<file path="src/rtl/cam_frame_writer.sv">
// cam_frame_writer
//
// Captures the RGB565 byte stream of an OV7670-style camera port. It keeps
// every second pixel of every second line and writes the result into a
// row-major frame buffer as 16-bit words at address y*DST_W + x. Camera
// signals are already synchronous to clk. They are qualified by pclk_en.
//
// Ports
//   clk        system clock
//   reset      asynchronous, active-high reset
//   pclk_en    byte strobe; vsync, href and data are sampled only when high
//   vsync      frame sync, high between frames
//   href       line valid
//   data       camera byte, high byte of each pixel first
//   we         one-cycle write strobe to the frame buffer
//   wAddr      17-bit word address of the write
//   wData      RGB565 pixel {first_byte, second_byte}
//   frame_done one-cycle pulse when a frame with at least one line ends
//   busy       high while capturing (ACTIVE state)

module cam_frame_writer #(
  parameter int SRC_W = 640,
  parameter int SRC_H = 480,
  parameter int DST_W = 320,
  parameter int DST_H = 240
) (
  input  logic        clk,
  input  logic        reset,
  input  logic        pclk_en,
  input  logic        vsync,
  input  logic        href,
  input  logic [7:0]  data,
  output logic        we,
  output logic [16:0] wAddr,
  output logic [15:0] wData,
  output logic        frame_done,
  output logic        busy
);

  // Counter widths leave headroom above the source size. Overlong lines and
  // frames then saturate instead of wrapping back into the valid range.
  localparam int XW = $clog2(SRC_W + 1) + 1;
  localparam int YW = $clog2(SRC_H + 1) + 1;

  localparam logic [XW-1:0] SRC_W_L = XW'(SRC_W);
  localparam logic [YW-1:0] SRC_H_L = YW'(SRC_H);
  localparam logic [XW-1:0] X_MAX   = {XW{1'b1}};
  localparam logic [YW-1:0] Y_MAX   = {YW{1'b1}};
  localparam logic [16:0]   DST_W_A = 17'(DST_W);
  localparam logic [16:0]   DST_H_A = 17'(DST_H);

  typedef enum logic [1:0] {
    WAIT_VS,
    VS_HIGH,
    ACTIVE
  } state_t;

  state_t state;
  state_t next_state;

  logic          byte_ph;
  logic [7:0]    hi_byte;
  logic          href_prev;
  logic [XW-1:0] x_src;
  logic [YW-1:0] y_src;
  logic [YW-1:0] line_cnt;

  logic          start_frame;
  logic          end_frame;
  logic          capture;
  logic          byte_hi;
  logic          byte_lo;
  logic          line_end;
  logic          pix_keep;
  logic          fd_set;
  logic [16:0]   x_half;
  logic [16:0]   y_half;
  logic [16:0]   addr_calc;

  // State register. busy is registered here so that it tracks the state
  // exactly.
  always_ff @(posedge clk or posedge reset) begin
    if (reset) begin
      state <= WAIT_VS;
      busy  <= 1'b0;
    end else begin
      state <= next_state;
      busy  <= (next_state == ACTIVE);
    end
  end

  // Next-state logic. Nothing moves on cycles without a byte strobe. After
  // reset the first vsync high seen is treated as the start of a sync
  // pulse. A full high-to-low sequence is then required before capture, so
  // a partial frame is never written.
  always_comb begin
    next_state = state;
    if (pclk_en) begin
      case (state)
        WAIT_VS: if (vsync)  next_state = VS_HIGH;
        VS_HIGH: if (!vsync) next_state = ACTIVE;
        ACTIVE:  if (vsync)  next_state = VS_HIGH;
        default: next_state = WAIT_VS;
      endcase
    end
  end

  // Output/event decode for the current strobe. vsync has priority over
  // href in ACTIVE. A byte arriving with vsync high belongs to an aborted
  // line and is ignored.
  always_comb begin
    start_frame = pclk_en && (state == VS_HIGH) && !vsync;
    end_frame   = pclk_en && (state == ACTIVE) && vsync;
    capture     = pclk_en && (state == ACTIVE) && !vsync;
    byte_hi     = capture && href && !byte_ph;
    byte_lo     = capture && href && byte_ph;
    line_end    = capture && !href && href_prev;
    fd_set      = end_frame && (line_cnt != '0);

    x_half      = 17'(x_src >> 1);
    y_half      = 17'(y_src >> 1);
    addr_calc   = y_half * DST_W_A + x_half;

    // Keep even pixels of even lines that lie inside the source frame. The
    // destination bound only matters if the source is larger than 2x the
    // destination. It keeps the address inside the buffer in that case.
    pix_keep    = byte_lo && !x_src[0] && !y_src[0] &&
                  (x_src < SRC_W_L) && (y_src < SRC_H_L) &&
                  (x_half < DST_W_A) && (y_half < DST_H_A);
  end

  // Capture datapath and registered write port. we and frame_done default
  // low every cycle. wAddr and wData hold their last value between writes.
  // On a falling href, a dangling high byte is dropped by resetting the
  // phase. The line counts only if it delivered at least one whole pixel.
  always_ff @(posedge clk or posedge reset) begin
    if (reset) begin
      we         <= 1'b0;
      wAddr      <= '0;
      wData      <= '0;
      frame_done <= 1'b0;
      byte_ph    <= 1'b0;
      hi_byte    <= '0;
      href_prev  <= 1'b0;
      x_src      <= '0;
      y_src      <= '0;
      line_cnt   <= '0;
    end else begin
      we         <= 1'b0;
      frame_done <= 1'b0;

      if (start_frame) begin
        byte_ph   <= 1'b0;
        href_prev <= 1'b0;
        x_src     <= '0;
        y_src     <= '0;
        line_cnt  <= '0;
      end

      if (capture) begin
        href_prev <= href;
      end

      if (byte_hi) begin
        hi_byte <= data;
        byte_ph <= 1'b1;
      end

      if (byte_lo) begin
        byte_ph <= 1'b0;
        if (x_src != X_MAX) begin
          x_src <= x_src + 1'b1;
        end
        if (pix_keep) begin
          we    <= 1'b1;
          wAddr <= addr_calc;
          wData <= {hi_byte, data};
        end
      end

      if (line_end) begin
        byte_ph <= 1'b0;
        x_src   <= '0;
        if (x_src != '0) begin
          if (y_src != Y_MAX) begin
            y_src <= y_src + 1'b1;
          end
          if (line_cnt != Y_MAX) begin
            line_cnt <= line_cnt + 1'b1;
          end
        end
      end

      if (fd_set) begin
        frame_done <= 1'b1;
      end
    end
  end

endmodule

</file>
<file path="config.mk">
export PLATFORM = sky130hd
export DESIGN_NAME = cam_frame_writer
export DESIGN_NICKNAME = d
export VERILOG_FILES = /design/src/rtl/cam_frame_writer.sv
export SDC_FILE = /design/constraint.sdc
export NUM_CORES = 1
export LEC_CHECK = 0
export ABC_AREA = 1
export CORE_ASPECT_RATIO = 1.5
export CORE_MARGIN = 10
export CORE_UTILIZATION = 55
export DETAILED_ROUTE_END_ITERATION = 6
export PLACE_DENSITY = 0.78
export SYNTH_ARGS = -nofsm -noshare
export SYNTH_HDL_FRONTEND = slang
export SYNTH_SLANG_ARGS = --single-unit
</file>
<file path="constraint.sdc">
create_clock -name clk -period 4.45 [get_ports clk]
set_clock_uncertainty 0.2 [all_clocks]
set_input_delay 0.89 -clock clk [delete_from_list [all_inputs] [get_ports clk]]
set_output_delay 0.89 -clock clk [all_outputs]
set_load 0.02 [all_outputs]
</file>
==> metrics, run 1 <==
critical path launch point type=primary input; DRC Markers=0; largest net degree at the start of global routing=56; count leader, synth=nand2_1; Yosys top cell by area=dfrtp_1; number of synthesized flops with an enable pin=0; Max Buffers Root-to-Sink=2; drt total wl=10,090 um; cell leakage power=roughly 2.6 nW; max_cap viols=0; Synth area leaders=dfrtp_1 (43%), nand2_1 (13%), ha_1 (6.3%), inv_1 (5.3%), nand3_1 (5.1%); CTS Sinks=just under 80; Ys Warns=0; Cell Count, Final, Fillers Out=727; status=complete, no violations; fillers=652; post-synthesis cell count=around 570; final setup fails=0; post-synthesis register bit count=between 70 and 80; HP Class=reg -> reg; Worst Tran Pin Value=0.8251 ns; via/cell ratio=around 5.4; Commonest cells post-synth=nand2_1 (156), dfrtp_1 (79), inv_1 (64), nand3_1 (47), o21ai_0 (39); RePlAce Congestion=0.9281; DRT iter0 DRCs=approximately 180; kind of critical path=in -> reg; CTS tree=yes; Post-CTS Setup Bufs=0; Clock Pin Slew Worst Setup and Hold Paths=around 0.060 ns; Max-slew headroom=approximately 45%; root buffer cell=clkbuf_16; Worst-Skew Late Latency=approximately 0.34 ns; final core occ=67.27%; CTS buffer count=9; multi-input logic area=approximately 0.0023 sq mm; layout cells sized above 1=a little under a tenth; Netlist Area Pre-Place=0.004574 sq mm; IO Port Bufs=48; initial antenna violation count=0; crit path cell chain=clkdlybuf4s50_1, inv_2, nor3_4, nand2_2, nor2_2, nand2_2, clkinv_2, nand2_4, inv_2, nand2_1, o21ai_0; vias in the first global route=between 3,000 and 4,000; post-synth cell types=37; Worst EP arrival=approximately 3 ns; RSZ-0062 raised after global routing=no; FF+latch area=slightly below 0.002 sq mm; CP peak stage delay=0.54 ns; WP buf/inv=4; H-tree depth=3; f_max=around 0.34 GHz; starting density of the core=56.77%; Synth Flop Type=dfrtp_1; Final Cycle Share=between 60% and 70%; setup TNS=0 ns; worst vdd ir=between 200 and 250 uV; Yosys top cell area share=a little over two fifths; placed cell count=roughly 710; crit path time final=roughly 2.9 ns; core footprint=between 0.008 and 0.009 sq mm; Worst path slowest cell=clkdlybuf4s50_1; post-route ant nets=0; Slew Viols, Final=0; register area share after synthesis=a little over two fifths; PostCTS Resize Cnt=0; post-synthesis async set-or-reset flop share=100.0%; area added between synthesis and finish=18.49%; Power Total=~1.8 mW; grt total ovfl=0; routed vias=3,927; Hold Vio Cnt, Final=0; CP Max Fanout=55; Final nets=~660; post-DR wirelength/cell=between 10 and 15 um; post-synth net total=606; drt pass-1 iters=5; Die Y=131.7 um; hold_buf cts=0; placed wire-length estimate=~7400 um; global-route wire length before repair=around 17,000 um; antenna cells=0; GR Util All Layers=17.00%; die footprint=about 0.012 sq mm; CP required=approximately 4.5 ns; Die X=about 94 um; critical path endpoint category=flop; Ports=49; pwr/cell area=~330 mW/mm^2; Syn Area/Cell=8.053 sq um; number of core rows=40; CP top delay family=buffers and inverters
## layout by cell type, fill, tap and decap left out, types with 2 or more instances in the layout
| master | synthesis | routed |
|---|---|---|
| a21o_1 | 2 | 2 |
| a21oi_1 | 11 | 11 |
| buf_4 | 1 | 2 |
| clkbuf_16 | 0 | 9 |
| clkdlybuf4s50_1 | 0 | 48 |
| clkinv_2 | 1 | 2 |
| clkinvlp_4 | 0 | 2 |
| dfrtp_1 | 79 | 79 |
| fa_1 | 2 | 2 |
| ha_1 | 23 | 23 |
| inv_1 | 64 | 63 |
| inv_2 | 4 | 5 |
| nand2_1 | 156 | 156 |
| nand2_2 | 5 | 5 |
| nand2_4 | 2 | 2 |
| nand3_1 | 47 | 47 |
| nand3_2 | 8 | 8 |
| nand4_1 | 10 | 10 |
| nor2_1 | 38 | 38 |
| nor3_1 | 9 | 9 |
| nor3_4 | 2 | 2 |
| o211ai_1 | 3 | 3 |
| o21ai_0 | 39 | 39 |
| o21ai_1 | 14 | 14 |
| o21ai_2 | 10 | 10 |
| or2_2 | 4 | 4 |
| xnor2_1 | 3 | 3 |
| xor2_1 | 13 | 13 |
## metal layers
layer  up-vias  global-route usage (%)  wire length, um
li1       1954                       -                -
met1      1839                   19.23             4000
met2       105                   29.05             5199
met3        29                   3.649              608
met4         0                   8.180              285
met5         -                       0                0
## state kept, by name, summed over array words and instances, names as in the netlist, 2 cells and up
name,flops
x_src,11
wData,16
line_cnt,10
state,2
wAddr,17
y_src,10
hi_byte,8
## per-stage QoR
step	instance area (sq um)	setup WS [ns]	hold slack [ns]
final	5420	1.504	0.2688
after global routing	5420	1.154	0.3010
after CTS	5420	1.492	0.2709
after detailed placement	5132	1.149	0.2550
after global placement	5132	1.220	0.2475
after floorplan	4574	1.337	0.2422
## area by class of cell
cell class	count	area share, %
Sequential cell	79	36.47
Timing Repair Buffer	50	9.141
Clock inverter	5	1.085
Multi-Input combinational cell	409	41.85
Clock buffer	10	4.224
Inverter	69	4.801
Tap cell	105	2.424
## where the power goes
part	leakage, nW	switching [mW]	internal, mW
clock	0.135	0.286	0.432
sequential	1.09	0.0381	0.777
combinational	1.41	0.138	0.0916
## cell families after synthesis
group	count (synthesis)	share of synthesized area (%)
simple gates	288	29.27
compound gates	80	10.09
buf+inv	80	7.193
flops	79	43.22
fa+ha+maj	25	7.166
xor+xnor	16	3.064
## tightest hold or removal path, cell delays in order, from the launching register on
cell and delay (ns):
dfrtp_1 0.34, nand2_1 0.05, nand2_1 0.04
## final timing paths
kind                       slack (ns)  cells after the start       start         to
max                              1.50                     11     pclk_en  wAddr[12]
min                              0.27                      2  hi_byte[1]   wData[9]
max reg2reg                      1.74                     12    y_src[2]  wAddr[16]
min reg2reg                      0.27                      2  hi_byte[1]   wData[9]
max in group asynchronous        2.48                      3       reset  wAddr[13]
min in group asynchronous        0.77                      2       reset   wAddr[2]
Note: power is estimated with default switching activity, not from simulation.
==> inputs of run 2 (changes only) <==
==> constraint.sdc (replaced) <==
create_clock -name clk -period 2.8 [get_ports clk]
set_clock_uncertainty 0.2 [all_clocks]
set_input_delay 0.56 -clock clk [delete_from_list [all_inputs] [get_ports clk]]
set_output_delay 0.56 -clock clk [all_outputs]
set_load 0.02 [all_outputs]
==> run 2 against run 1 <==
  * Sequential cell count unchanged
  * Hold slack better by 0.0078 ns
  * Via count about the same
  * Total power up 61%
  * Register-to-register slack worse by 1.6 ns
  * Sequential power up 60%
  * Critical endpoint is now wAddr[13]
  * Largest power group unchanged
==> metrics, run 2 (synthesis results as in run 1) <==
Max Buffers Root-to-Sink=2; DRT iter0 DRCs=around 200; antenna cells=0; Max-slew headroom=52.28%; Final Cycle Share=between 90% and 100%; number of flip-flops in the largest register=17; initial antenna violation count=0; CTS tree=yes; critical path launch point type=flop; RePlAce Congestion=about 0.91; Power Total=about 2.8 mW; commonest non-fill, non-tap cell in the layout=nand2_1; Slew Viols, Final=0; Die X=between 90 and 100 um; Final nets=~660; global-route wire length before repair=~18,000 um; grt total ovfl=0; layout cells sized above 1=10.65%; post-route ant nets=0; Worst path slowest cell=dfrtp_2; biggest regs=wAddr (17), wData (16), x_src (11); max_cap viols=0; placed wire-length estimate=between 7000 and 8000 um; starting density of the core=56.77%; Worst Tran Pin Value=0.7159 ns; Clock Pin Slew Worst Setup and Hold Paths=roughly 0.060 ns; dpl cell area=roughly 0.0052 sq mm; kind of critical path=reg -> reg; vias in the first global route=approximately 4,000; cell leakage power=approximately 2.7 nW; largest net degree at the start of global routing=80; CP required=2.80 ns; Die Y=around 130 um; IO Port Bufs=between 40 and 50; Worst EP arrival=2.64 ns; core footprint=around 0.008 sq mm; via/cell ratio=5.346; H-tree depth=3; CP Max Fanout=6; HP Class=reg -> reg; Most flops, register=wAddr; crit path cell chain=ha_1, ha_1, fa_1, or2_2, nand3_1, inv_1, nand3_1, xor2_1, o21ai_0; GR Util All Layers=17.25%; post-DR wirelength/cell=14.19 um; Cell Count, Final, Fillers Out=about 730; Worst-Skew Late Latency=0.33 ns; CTS Sinks=79; most frequent cells in the layout=nand2_1 (156), dfrtp_1 (78), inv_1 (63); worst hold slack=approximately 0.28 ns; RSZ-0062 raised after global routing=no; die footprint=between 0.01 and 0.015 sq mm; CP peak stage delay=0.46 ns; setup TNS=0 ns; routed vias=about 3,900; DRC Markers=0; drt pass-1 iters=5; Ports=49; final setup fails=0; f_max=about 0.38 GHz; status=complete, no violations; drt total wl=around 10,000 um; pwr/cell area=slightly above 500 mW/mm^2; critical path endpoint category=flop; worst vdd ir=~430 uV; root buffer cell=clkbuf_16; design area=0.005507 sq mm; placed cell count=between 700 and 800; number of core rows=40; CTS buffer count=9; Post-CTS Setup Bufs=0; area added between synthesis and finish=20.38%; Hold Vio Cnt, Final=0; crit path time final=around 2.6 ns
==> run 2: worst paths after layout <==
path	start	to	slack, ns	depth (start not counted)
worst max-delay path	y_src[4]	wAddr[13]	0.16	9
max in group asynchronous	reset	y_src[4]	1.62	3
min in group asynchronous	reset	wData[7]	0.45	3
worst max register to register	y_src[4]	wAddr[13]	0.16	9
worst min-delay path	hi_byte[5]	wData[13]	0.28	2
worst min register to register	hi_byte[5]	wData[13]	0.28	2
==> run 2: stage by stage <==
| step | utilization (%) | worst slack [ns] |
|---|---|---|
| global placement | 64.57 | 0.1449 |
| global route | 68.34 | 0.004237 |
| floorplan | - | 0.01662 |
| CTS | 68.29 | 0.1163 |
| detailed placement | 64.57 | 0.08004 |
| finish | 68.34 | 0.1566 |
==> run 2: critical path: cells and delay by family (launching register included) <==
family / cells / cell delay (ns)
AO/OA/AOI/OAI: 1 / 0.09
AND/OR/NAND/NOR: 3 / 0.55
flip-flops: 1 / 0.46
buffers and inverters: 1 / 0.05
XOR/XNOR: 1 / 0.17
adder cells (fa/ha/maj): 3 / 0.99
==> run 2: cell type report <==
cell class,instances,area (sq um)
clock buffers,11,242.7
clock inverters,5,57.56
fillers,641,2551
inverters,69,260.3
multi-input cells,409,2271
flip-flops and latches,79,1978
well taps,105,131.4
repair buffers,56,565.5
==> run 2: routing by layer <==
layer	vias up	share of wire, %	GRT usage, %
li1	1949	-	-
met2	102	54	30.84
met1	1851	39	18.47
met5	-	0	0
met4	0	2.2	7.930
met3	22	4.9	3.592
==> run 2: repair_timing <==
action	in CTS	in global routing
resized for setup	0	2
hold buffers	0	0
endpoints found under the setup margin	0	2
==> run 2: power breakdown <==
group,switching (mW),total [mW],internal (mW)
registers,0.0630,1.30,1.24
clock network,0.453,1.17,0.715
logic,0.222,0.371,0.149
total,0.738,2.84,2.10
